File: src/rtl/bit_serial_alu_seq.sv
// Bit-serial sequencer around a 1-bit ALU slice: streams latched operands
// LSB-first through the slice and reassembles the result word.
module bit_serial_alu_seq #(
   parameter int WIDTH = 8,
   parameter int CNT_W = $clog2(WIDTH)
) (
   input  logic             clk,
   input  logic             rst_n,
   input  logic             start,
   input  logic [WIDTH-1:0] a_in,
   input  logic [WIDTH-1:0] b_in,
   input  logic [1:0]       op_in,
   output logic             busy,
   output logic             done,
   output logic [WIDTH-1:0] y,
   output logic             cout,
   output logic             zero,
   output logic             slice_a,
   output logic             slice_b,
   output logic             slice_ainv,
   output logic             slice_binv,
   output logic [1:0]       slice_op,
   output logic             slice_carryin,
   input  logic             slice_result
);

   typedef enum logic [1:0] {
      S_IDLE = 2'd0,
      S_RUN  = 2'd1,
      S_FIN  = 2'd2
   } state_t;

   localparam logic [1:0] OP_SUB = 2'b11;
   localparam logic [CNT_W-1:0] CNT_LAST = CNT_W'(WIDTH - 1);

   state_t           state_q, state_d;
   logic [WIDTH-1:0] a_q, a_d;
   logic [WIDTH-1:0] b_q, b_d;
   logic [WIDTH-1:0] res_q, res_d;
   logic [WIDTH-1:0] y_q, y_d;
   logic [1:0]       op_q, op_d;
   logic [CNT_W-1:0] cnt_q, cnt_d;
   logic             carry_q, carry_d;
   logic             cout_q, cout_d;
   logic             zero_q, zero_d;

   logic [WIDTH-1:0] res_shift;
   logic             carry_nxt;
   logic             b_eff;

   always_ff @(posedge clk or negedge rst_n) begin
      if (!rst_n) begin
         state_q <= S_IDLE;
      end else begin
         state_q <= state_d;
      end
   end

   always_comb begin
      state_d = state_q;
      case (state_q)
         S_IDLE:  if (start) state_d = S_RUN;
         S_RUN:   if (cnt_q == CNT_LAST) state_d = S_FIN;
         S_FIN:   state_d = S_IDLE;
         default: state_d = S_IDLE;
      endcase
   end

   // Slice controls are only driven while bits are streaming.
   always_comb begin
      busy          = 1'b0;
      done          = 1'b0;
      slice_a       = 1'b0;
      slice_b       = 1'b0;
      slice_ainv    = 1'b0;
      slice_binv    = 1'b0;
      slice_op      = 2'b00;
      slice_carryin = 1'b0;
      case (state_q)
         S_RUN: begin
            busy          = 1'b1;
            slice_a       = a_q[0];
            slice_b       = b_q[0];
            slice_binv    = (op_q == OP_SUB);
            slice_op      = op_q[1] ? 2'b10 : op_q;
            slice_carryin = carry_q;
         end
         S_FIN:   done = 1'b1;
         default: ;
      endcase
   end

   assign b_eff     = slice_b ^ slice_binv;
   assign carry_nxt = op_q[1] & ((slice_a & b_eff) | (slice_a & carry_q) | (b_eff & carry_q));
   assign res_shift = {slice_result, res_q[WIDTH-1:1]};

   always_comb begin
      a_d     = a_q;
      b_d     = b_q;
      res_d   = res_q;
      op_d    = op_q;
      cnt_d   = cnt_q;
      carry_d = carry_q;
      y_d     = y_q;
      cout_d  = cout_q;
      zero_d  = zero_q;
      case (state_q)
         S_IDLE: begin
            if (start) begin
               a_d     = a_in;
               b_d     = b_in;
               op_d    = op_in;
               res_d   = '0;
               cnt_d   = '0;
               carry_d = (op_in == OP_SUB);
            end
         end
         S_RUN: begin
            a_d     = a_q >> 1;
            b_d     = b_q >> 1;
            res_d   = res_shift;
            carry_d = carry_nxt;
            cnt_d   = cnt_q + CNT_W'(1);
            // Publish the finished word on the same edge that enters FIN.
            if (cnt_q == CNT_LAST) begin
               y_d    = res_shift;
               cout_d = carry_nxt;
               zero_d = (res_shift == '0);
            end
         end
         default: ;
      endcase
   end

   always_ff @(posedge clk or negedge rst_n) begin
      if (!rst_n) begin
         a_q     <= '0;
         b_q     <= '0;
         res_q   <= '0;
         op_q    <= 2'b00;
         cnt_q   <= '0;
         carry_q <= 1'b0;
         y_q     <= '0;
         cout_q  <= 1'b0;
         zero_q  <= 1'b0;
      end else begin
         a_q     <= a_d;
         b_q     <= b_d;
         res_q   <= res_d;
         op_q    <= op_d;
         cnt_q   <= cnt_d;
         carry_q <= carry_d;
         y_q     <= y_d;
         cout_q  <= cout_d;
         zero_q  <= zero_d;
      end
   end

   assign y    = y_q;
   assign cout = cout_q;
   assign zero = zero_q;

endmodule

File: config.mk
export PLATFORM = sky130hd
export DESIGN_NAME = bit_serial_alu_seq
export DESIGN_NICKNAME = d
export VERILOG_FILES = /design/src/rtl/bit_serial_alu_seq.sv
export SDC_FILE = /design/constraint.sdc
export NUM_CORES = 1
export LEC_CHECK = 0
export BUFFER_PORTS_ARGS = -buffer_cell sky130_fd_sc_hd__buf_2
export CORE_MARGIN = 2
export CORE_UTILIZATION = 53
export CTS_CLUSTER_SIZE = 10
export DETAILED_ROUTE_END_ITERATION = 7
export MAX_ROUTING_LAYER = met4
export PLACE_DENSITY = 0.78
export SLEW_MARGIN = 20
export SYNTH_ARGS = -nofsm -noshare
export SYNTH_HDL_FRONTEND = slang
export SYNTH_SLANG_ARGS = --single-unit
export TNS_END_PERCENT = 20
File: constraint.sdc
create_clock -name clk -period 2.01 [get_ports clk]
set_input_delay 0.402 -clock clk [delete_from_list [all_inputs] [get_ports clk]]
set_output_delay 0.402 -clock clk [all_outputs]
set_load 0.005 [all_outputs]
* Word level (Yosys, flattened, before mapping)
Cells that the tools add are included. W data, S select, Z words.
Word-level totals: register bits after elaboration 42, logic and storage cells 53, output and inout port bits 19
Operators by class: bitwise logic cells 7, $add $sub $neg 1, mux-type cells 21, eq/ne operators 7, reduce and logical (&&, ||, !) cells 7
Operators with widths (count):
- $pmux W8 S2 | 3
- $mux W8 | 3
- $logic_not A8 Y1 | 1
- $mux W2 | 4
- $reduce_and A2 Y1 | 4
- $mux W1 | 7
- $eq A2 B2 Y1 const B | 3
- $pmux W3 S2 | 1
- $and A1 B1 Y1 | 4
- $ne A2 B2 Y1 const B | 2
- $pmux W2 S2 | 1
- $add A3 B1 Y3 const B | 1
- $eq A3 B3 Y1 const B | 1
- $mux W3 | 1
- $eq A2 B1 Y1 const B | 1
- $logic_not A2 Y1 | 1
- $or A1 B1 Y1 | 2
- $pmux W1 S2 | 1
- $reduce_bool A2 Y1 | 1
- $xor A1 B1 Y1 | 1

* Longest topological paths before layout
Gate-level depths: netlist of the first run.
depth after elaboration 8, mapped depth 6, mapped depth without buffers 5

* Worst setup path before layout of the first run
OpenSTA, ideal clock, no wires.
kind reg2reg, start register cnt_q[0], end register y_q[1], in the netlist y[1], cell stages (with the launch flop) 6, period minus slack after synthesis 1471 ps, setup slack 539 ps, library setup time 125 ps, arrival 1346 ps, data required time 1885 ps, cells stage by stage dfrtp_1 ha_1 ha_1 nand3b_1 buf_4 mux2_2
On the way: longest elaborated chain between the ends 2
Ends and longest elaborated chain:
- from (decl) | line 42 | logic [CNT_W-1:0] cnt_q, cnt_d;
- from (signal assigned) | line 151 | cnt_q <= cnt_d;
- $eq A3 B3 Y1 | line 125 | if (cnt_q == CNT_LAST) begin
- $reduce_and A2 Y1 (no source line)
- to (signal assigned) | line 153 | y_q <= y_d;
- to (decl) | line 40 | logic [WIDTH-1:0] y_q, y_d;
No other way between the ends. A chain may end at the register's enable or synchronous reset.

* Final worst setup path of the first run
start register state_q[1], end output done
On the way: longest elaborated chain between the ends 2
Ends and longest elaborated chain:
- from (decl) | line 36 | state_t state_q, state_d;
- from (signal assigned) | line 55 | state_q <= state_d;
- $eq A2 B2 Y1 | line 79 | case (state_q)
- $mux W1 | line 79
- to (decl) | line 14 | output logic done,
No other way between the ends.

==> impl_metrics.yaml, run 1 <==
run_status:
  status: "finished clean"
timing:
  final_max_slew_viol_count: 0
  tightest_slew_ps: 507
  hold_violations: 0
  setup_viol: 0
  rsz0062_at_grt: "false"
  fin_crit_ps: 1840
  slew_headroom_pct: 66.1
  fin_worst_skew_ps: 8.37
  tns_ps: 0
  clock.fmax_ghz: 0.543
  finalCritPeriodShare_pct: 91.7
synth:
  syn_nets: 195
  synth_compound_gate_area_share_pct: 14.7
  ys_seq_area_share_pct: 53.9
  yosysMostFrequentCell: "dfrtp_1"
  synthCells: 171
  synth_seq_cells: 41
  yosys.area_share.simple_pct: 17.0
  synth_top_cell_area_share_pct: 53.9
  ys_top_cells_by_area: "dfrtp_1 (54%), and3b_1 (6.9%), mux2_2 (6.5%)"
  synth_top_family_by_area: "simple AND/OR/NAND/NOR gates"
  syn_area_per_cell_sq_um: 11.1
  synth_flop_cell: "dfrtp_1"
  synth_common_cells: "dfrtp_1 (41), nand2_1 (18), a21oi_1 (17)"
  synthMuxAreaShare_pct: 7.04
  yosysWarningCount: 0
  yosysTopAreaCell: "dfrtp_1"
  synth_xor_area_share_pct: 0.461
  synth_adder_area_share_pct: 1.91
  synth-edff-count: 0
  synthArstFlopShare_pct: 100
  syn_area_sq_um: 1900
  synthDistinctLibCells: 32
detailed_routing:
  post_drt_via_cell_ratio: 5.40
  routed_wl_um: 3530
  drc: 0
  wl_per_cell_um: 13.6
  first_iter_violations: 96
  first_pass_iters: 4
  num_vias: 1405
  postRouteAntennaNets: 0
floorplan:
  die_area_sq_um: 4080
  start_util_pct: 56.1
  die_w_um: 63.9
  rows: 21
  io_pins: 41
  die-height_um: 63.9
  coreArea_sq_um: 3390
global_routing:
  antenna_found_initial: 0
  grt_max_degree: 42
  overflow: 0
  grt_pass1_vias: 1333
  grt_pass1_wl_um: 6020
  grt_usage_pct: 19.5
cts:
  clock_sinks: 41
  htreeDepth: 2
  clk_latency_ps: 340
  cts_root_buffer: "clkbuf_4"
  cts_buffers: 5
  clkTransAtPathRegs_ps: 120
  cts_buffer_depth: 2
  cts_tree: "done"
worst_setup_path:
  max_stage_delay_ps: 500
  cp.arrival_ps: 1440
  slowest_stage: "dfrtp_2"
  worstRegToRegCells: 4
  end_kind: "primary output"
  cp.required_ps: 1610
  r2r-start: "cnt_q[0]"
  cp_common_cell: "buf_4"
  crit_type: "flip-flop to primary output"
  r2r_end: "y[1]"
  critPathLaunchType: "flip-flop"
  crit_chain: "buf_4, buf_4, nor2b_1, buf_2"
  r2r_setup_slack_ps: 320
  crit_fanout: 10
power:
  power_density_nw_per_um2: 1350
  ir_worst_vdd_mv: 0.506
  p_leak_nw: 1.16
flow_run:
  cap_viol_max_count: 0
final_layout:
  area_growth_pct: 18.2
  fin_nets: 237
  drive_gt1_share_pct: 34.1
  antenna-diode-count: 0
  final_cell_count_no_fill: 260
  design_area_sq_um: 2250
placement:
  dp_cells: 249
  dpl_cell_area_sq_um: 2140
  dp_hpwl_um: 2530
  port_buffers: 39
  gp_congestion: 0.752
hold_path:
  hold_depth: 2
  hold_end: "op_q[0]"
  hold_path.class: "input pin to flip-flop"
  min-delay-start: "op_in[0]"
[cell type report]
| cell class | instances | area, sq um |
|---|---|---|
| multi-input cells | 114 | 785 |
| fillers | 271 | 1140 |
| clock inverters | 1 | 30.0 |
| well taps | 46 | 57.6 |
| flip-flops and latches | 41 | 1030 |
| inverters | 2 | 7.51 |
| clock buffers | 7 | 55.1 |
| repair buffers | 49 | 285 |
[per-stage QoR]
step,util (%),setup WS (ps),power (mW),hold WS (ps)
6_report,66.3,168,3.03,307
5_1_grt,66.3,88.4,3.25,283
4_1_cts,65.5,20.3,3.03,6.09
3_5_place_dp,63.0,295,2.47,388
3_3_place_gp,63.0,334,2.41,384
2_1_floorplan,-,539,2.13,106
[kinds of logic after synthesis]
logic type / after synthesis
AO/OA/AOI/OAI: 46
XOR/XNOR: 1
adder cells (fa/ha/maj): 3
buffers and inverters: 16
flip-flops: 41
multiplexers: 12
other: 1
AND/OR/NAND/NOR: 51
[worst max-delay path: cells and delay by family, from the launching register on]
family	cells	cell delay (ps)
flops	1	500
buf+inv	3	460
simple gates	1	130
[cell usage in the layout, fill, tap and decap left out, drive strengths merged]
cell type,netlist,layout
dfrtp,41,41
a22o,9,9
nand4b,1,1
nor2,1,1
a31o,1,1
ha,2,2
o21bai,1,1
dlygate4sd3,0,1
inv,2,2
nor4,2,2
mux2i,1,1
xor2,1,1
buf,11,48
nand3b,1,1
maj3,1,1
and3b,15,15
mux2,11,11
conb,1,1
o21ai,17,17
a221o,1,1
nand2b,1,1
nor2b,6,6
and2,5,5
and3,1,1
clkbuf,3,7
bufinv,0,1
a21oi,17,17
nand2,18,18
[what timing repair did]
| action | 4_1_cts | 5_1_grt |
|---|---|---|
| endpoints found under the hold margin | 0 | 23 |
| hold buffers | 0 | 1 |
| endpoints found under the setup margin | 0 | 7 |
| gates resized for setup | 0 | 1 |
| setup buffers | 0 | 2 |
[sequential cells by signal (all words and copies together) (netlist names)]
signal / flops
cout: 1
y: 8
b_q: 8
res_q: 7
zero: 1
state_q: 2
carry_q: 1
a_q: 8
cnt_q: 3
op_q: 2
[where the power goes]
part | switching (mW) | leakage [nW] | internal (mW) | total [mW]
clock network | 0.257 | 0.0455 | 0.297 | 0.555
registers | 0.233 | 0.527 | 1.15 | 1.38
logic | 0.486 | 0.589 | 0.605 | 1.09
[worst max-delay path by stage]
stage               startpoint         end  depth (start not counted)
global route        state_q[1]        done                          4
CTS                 state_q[1]  slice_binv                          3
finish              state_q[1]        done                          4
global placement         start     op_q[0]                          4
detailed placement    cnt_q[0]        cout                          5
floorplan             cnt_q[0]        y[1]                          5
[per-layer routing]
| metal | vias up | share of wire, % | track usage [%] |
|---|---|---|---|
| met2 | 41 | 47 | 29.9 |
| met5 | - | 0 | - |
| met1 | 677 | 47 | 25.4 |
| li1 | 683 | - | - |
| met3 | 4 | 5.5 | 3.70 |
| met4 | 0 | 0.85 | 8.15 |
Power figures use the tool's default switching activity.
==> inputs of run 2 (changes only) <==
==> constraint.sdc (replaced) <==
create_clock -name clk -period 2.01 [get_ports clk]
set_input_delay 0.5025 -clock clk [delete_from_list [all_inputs] [get_ports clk]]
set_output_delay 0.5025 -clock clk [all_outputs]
set_load 0.005 [all_outputs]
==> run 2 against run 1 <==
Against the previous run:
- worst hold slack worse by 220 ps
- sequential cell count stayed put
- critical path depth is 1 lower
- die area stayed put
- highest routed layer unchanged
- clock skew is 3.8 ps higher
- total power is 3.6% higher
==> impl_metrics.yaml, run 2 (synthesis results as in run 1) <==
worst_setup_path:
  cp.required_ps: 1510
  crit_fanout: 11
  cp.arrival_ps: 1420
  critPathBufInv: 2
  crit_chain: "nor2b_4, buf_4, buf_2"
  crit_type: "flip-flop to primary output"
  r2r-start: "state_q[0]"
  crit_start: "state_q[1]"
  critPathLaunchType: "flip-flop"
  slowest_stage: "dfrtp_4"
  crit_family: "flip-flops"
  max_stage_delay_ps: 530
  end_kind: "primary output"
timing:
  finalCritPeriodShare_pct: 95.6
  rsz0062_at_grt: "false"
  tightest_slew_ps: 903
  fin_crit_ps: 1920
  setup_viol: 0
  clock.fmax_ghz: 0.521
  slew_headroom_pct: 39.7
  tns_ps: 0
  final_max_slew_viol_count: 0
  setup_ws_ps: 89.0
  hold_violations: 0
  fin_worst_skew_ps: 12.2
floorplan:
  coreArea_sq_um: 3390
  die_w_um: 63.9
  die-height_um: 63.9
  start_util_pct: 56.1
  rows: 21
  io_pins: 41
  die_area_sq_um: 4080
cts:
  cts_buffers: 5
  hold_buffers: 0
  clkTransAtPathRegs_ps: 130
  cts_buffer_depth: 2
  cts_root_buffer: "clkbuf_4"
  cts_tree: "done"
  clock_sinks: 41
  clk_latency_ps: 350
  htreeDepth: 2
power:
  ir_worst_vdd_mv: 0.473
  p_leak_nw: 1.18
  pwr-share-clk_pct: 21.0
  seq_power_share_pct: 44.1
  power_density_nw_per_um2: 1380
  swShare_pct: 31.9
  p_int_mw: 2.13
  total_power_mw: 3.14
  combPwrFrac_pct: 34.9
  power_switching_mw: 1.00
detailed_routing:
  first_iter_violations: 111
  wl_per_cell_um: 14.2
  num_vias: 1394
  post_drt_via_cell_ratio: 5.34
  postRouteAntennaNets: 0
  routed_wl_um: 3700
  first_pass_iters: 4
  drc: 0
global_routing:
  grt_max_degree: 25
  grt_pass1_vias: 1405
  grt_usage_pct: 21.1
  overflow: 0
  antenna_found_initial: 0
  grt_pass1_wl_um: 6520
final_layout:
  antenna-diode-count: 0
  final_common_cell: "dfrtp_1"
  final_cell_mix: "dfrtp_1 (40), buf_2 (39), nand2_1 (18)"
  fin_nets: 238
  area_growth_pct: 19.5
  final_core_util_pct: 67.0
  drive_gt1_share_pct: 35.3
placement:
  dp_hpwl_um: 2650
  place_ws_ps: 256
  gp_congestion: 0.811
  port_buffers: 39
run_status:
  status: "finished clean"
hold_path:
  hold_path.class: "input pin to asynchronous set/reset pin"
flow_run:
  cap_viol_max_count: 0
## run 2: cell count changes in the layout (fill, tap and decap cells not counted), sizes merged
| cell | change |
|---|---|
| buf | +2 |
| bufinv | +1 |
| clkbuf | -2 |
| clkinv | +1 |
| dlygate4sd3 | -1 |
## run 2: repair_timing
item                       in CTS  in global routing
setup endpoints to repair       7                  1
buffers inserted                0                  3
gates resized for setup         1                  1
hold endpoints to repair        0                  0
## run 2: worst register-to-register path: stages (launching register included)
cell,delay (ps)
dfrtp_1,430
buf_4,200
o21bai_2,740
mux2_2,310
## run 2: final cells by class
class                      count  area [sq um]
clock inverter                 3          65.1
multi-input combinational    114           785
inverter                       2          7.51
fill                         272          1120
tap                           46          57.6
sequential                    41          1030
clock buffer                   5          37.5
timing repair buffer          50           290
## run 2: worst paths after layout
path	to	slack, ps	cells past startpoint
worst max-delay path	busy	90	3
worst min-delay path	zero	90	1
worst max register to register	cnt_q[0]	290	3
worst min register to register	a_q[4]	490	2
max in group asynchronous	a_q[6]	1420	2
min in group clk	op_q[1]	390	2
## run 2: stage by stage
stage / std cells / hold slack (ps) / area, sq um
finish: 261 / 91.6 / 2270
global route: 261 / 114 / 2270
CTS: 258 / 109 / 2250
detailed placement: 250 / 471 / 2140
global placement: 250 / 459 / 2140
floorplan: 171 / 207 / 1900
## run 2: power by group through the flow
| stage | Sequential (mW) | Clock [mW] | Combinational, mW |
|---|---|---|---|
| after global routing | 1.43 | 0.709 | 1.21 |
| after floorplan | 1.34 | 0 | 0.786 |
| after CTS | 1.40 | 0.668 | 1.07 |
| after detailed placement | 1.41 | 0 | 1.07 |
| final | 1.38 | 0.660 | 1.09 |
| after global placement | 1.39 | 0 | 1.02 |
## run 2: per-layer routing
metal | part of all wire, % | GRT usage, % | wire length (um) | vias to the layer above
met5 | 0 | - | 0 | -
met4 | 1.4 | 7.34 | 53 | 0
met3 | 4.7 | 4.58 | 174 | 7
met2 | 48 | 32.8 | 1770 | 33
met1 | 46 | 27.4 | 1700 | 668
li1 | - | - | - | 686
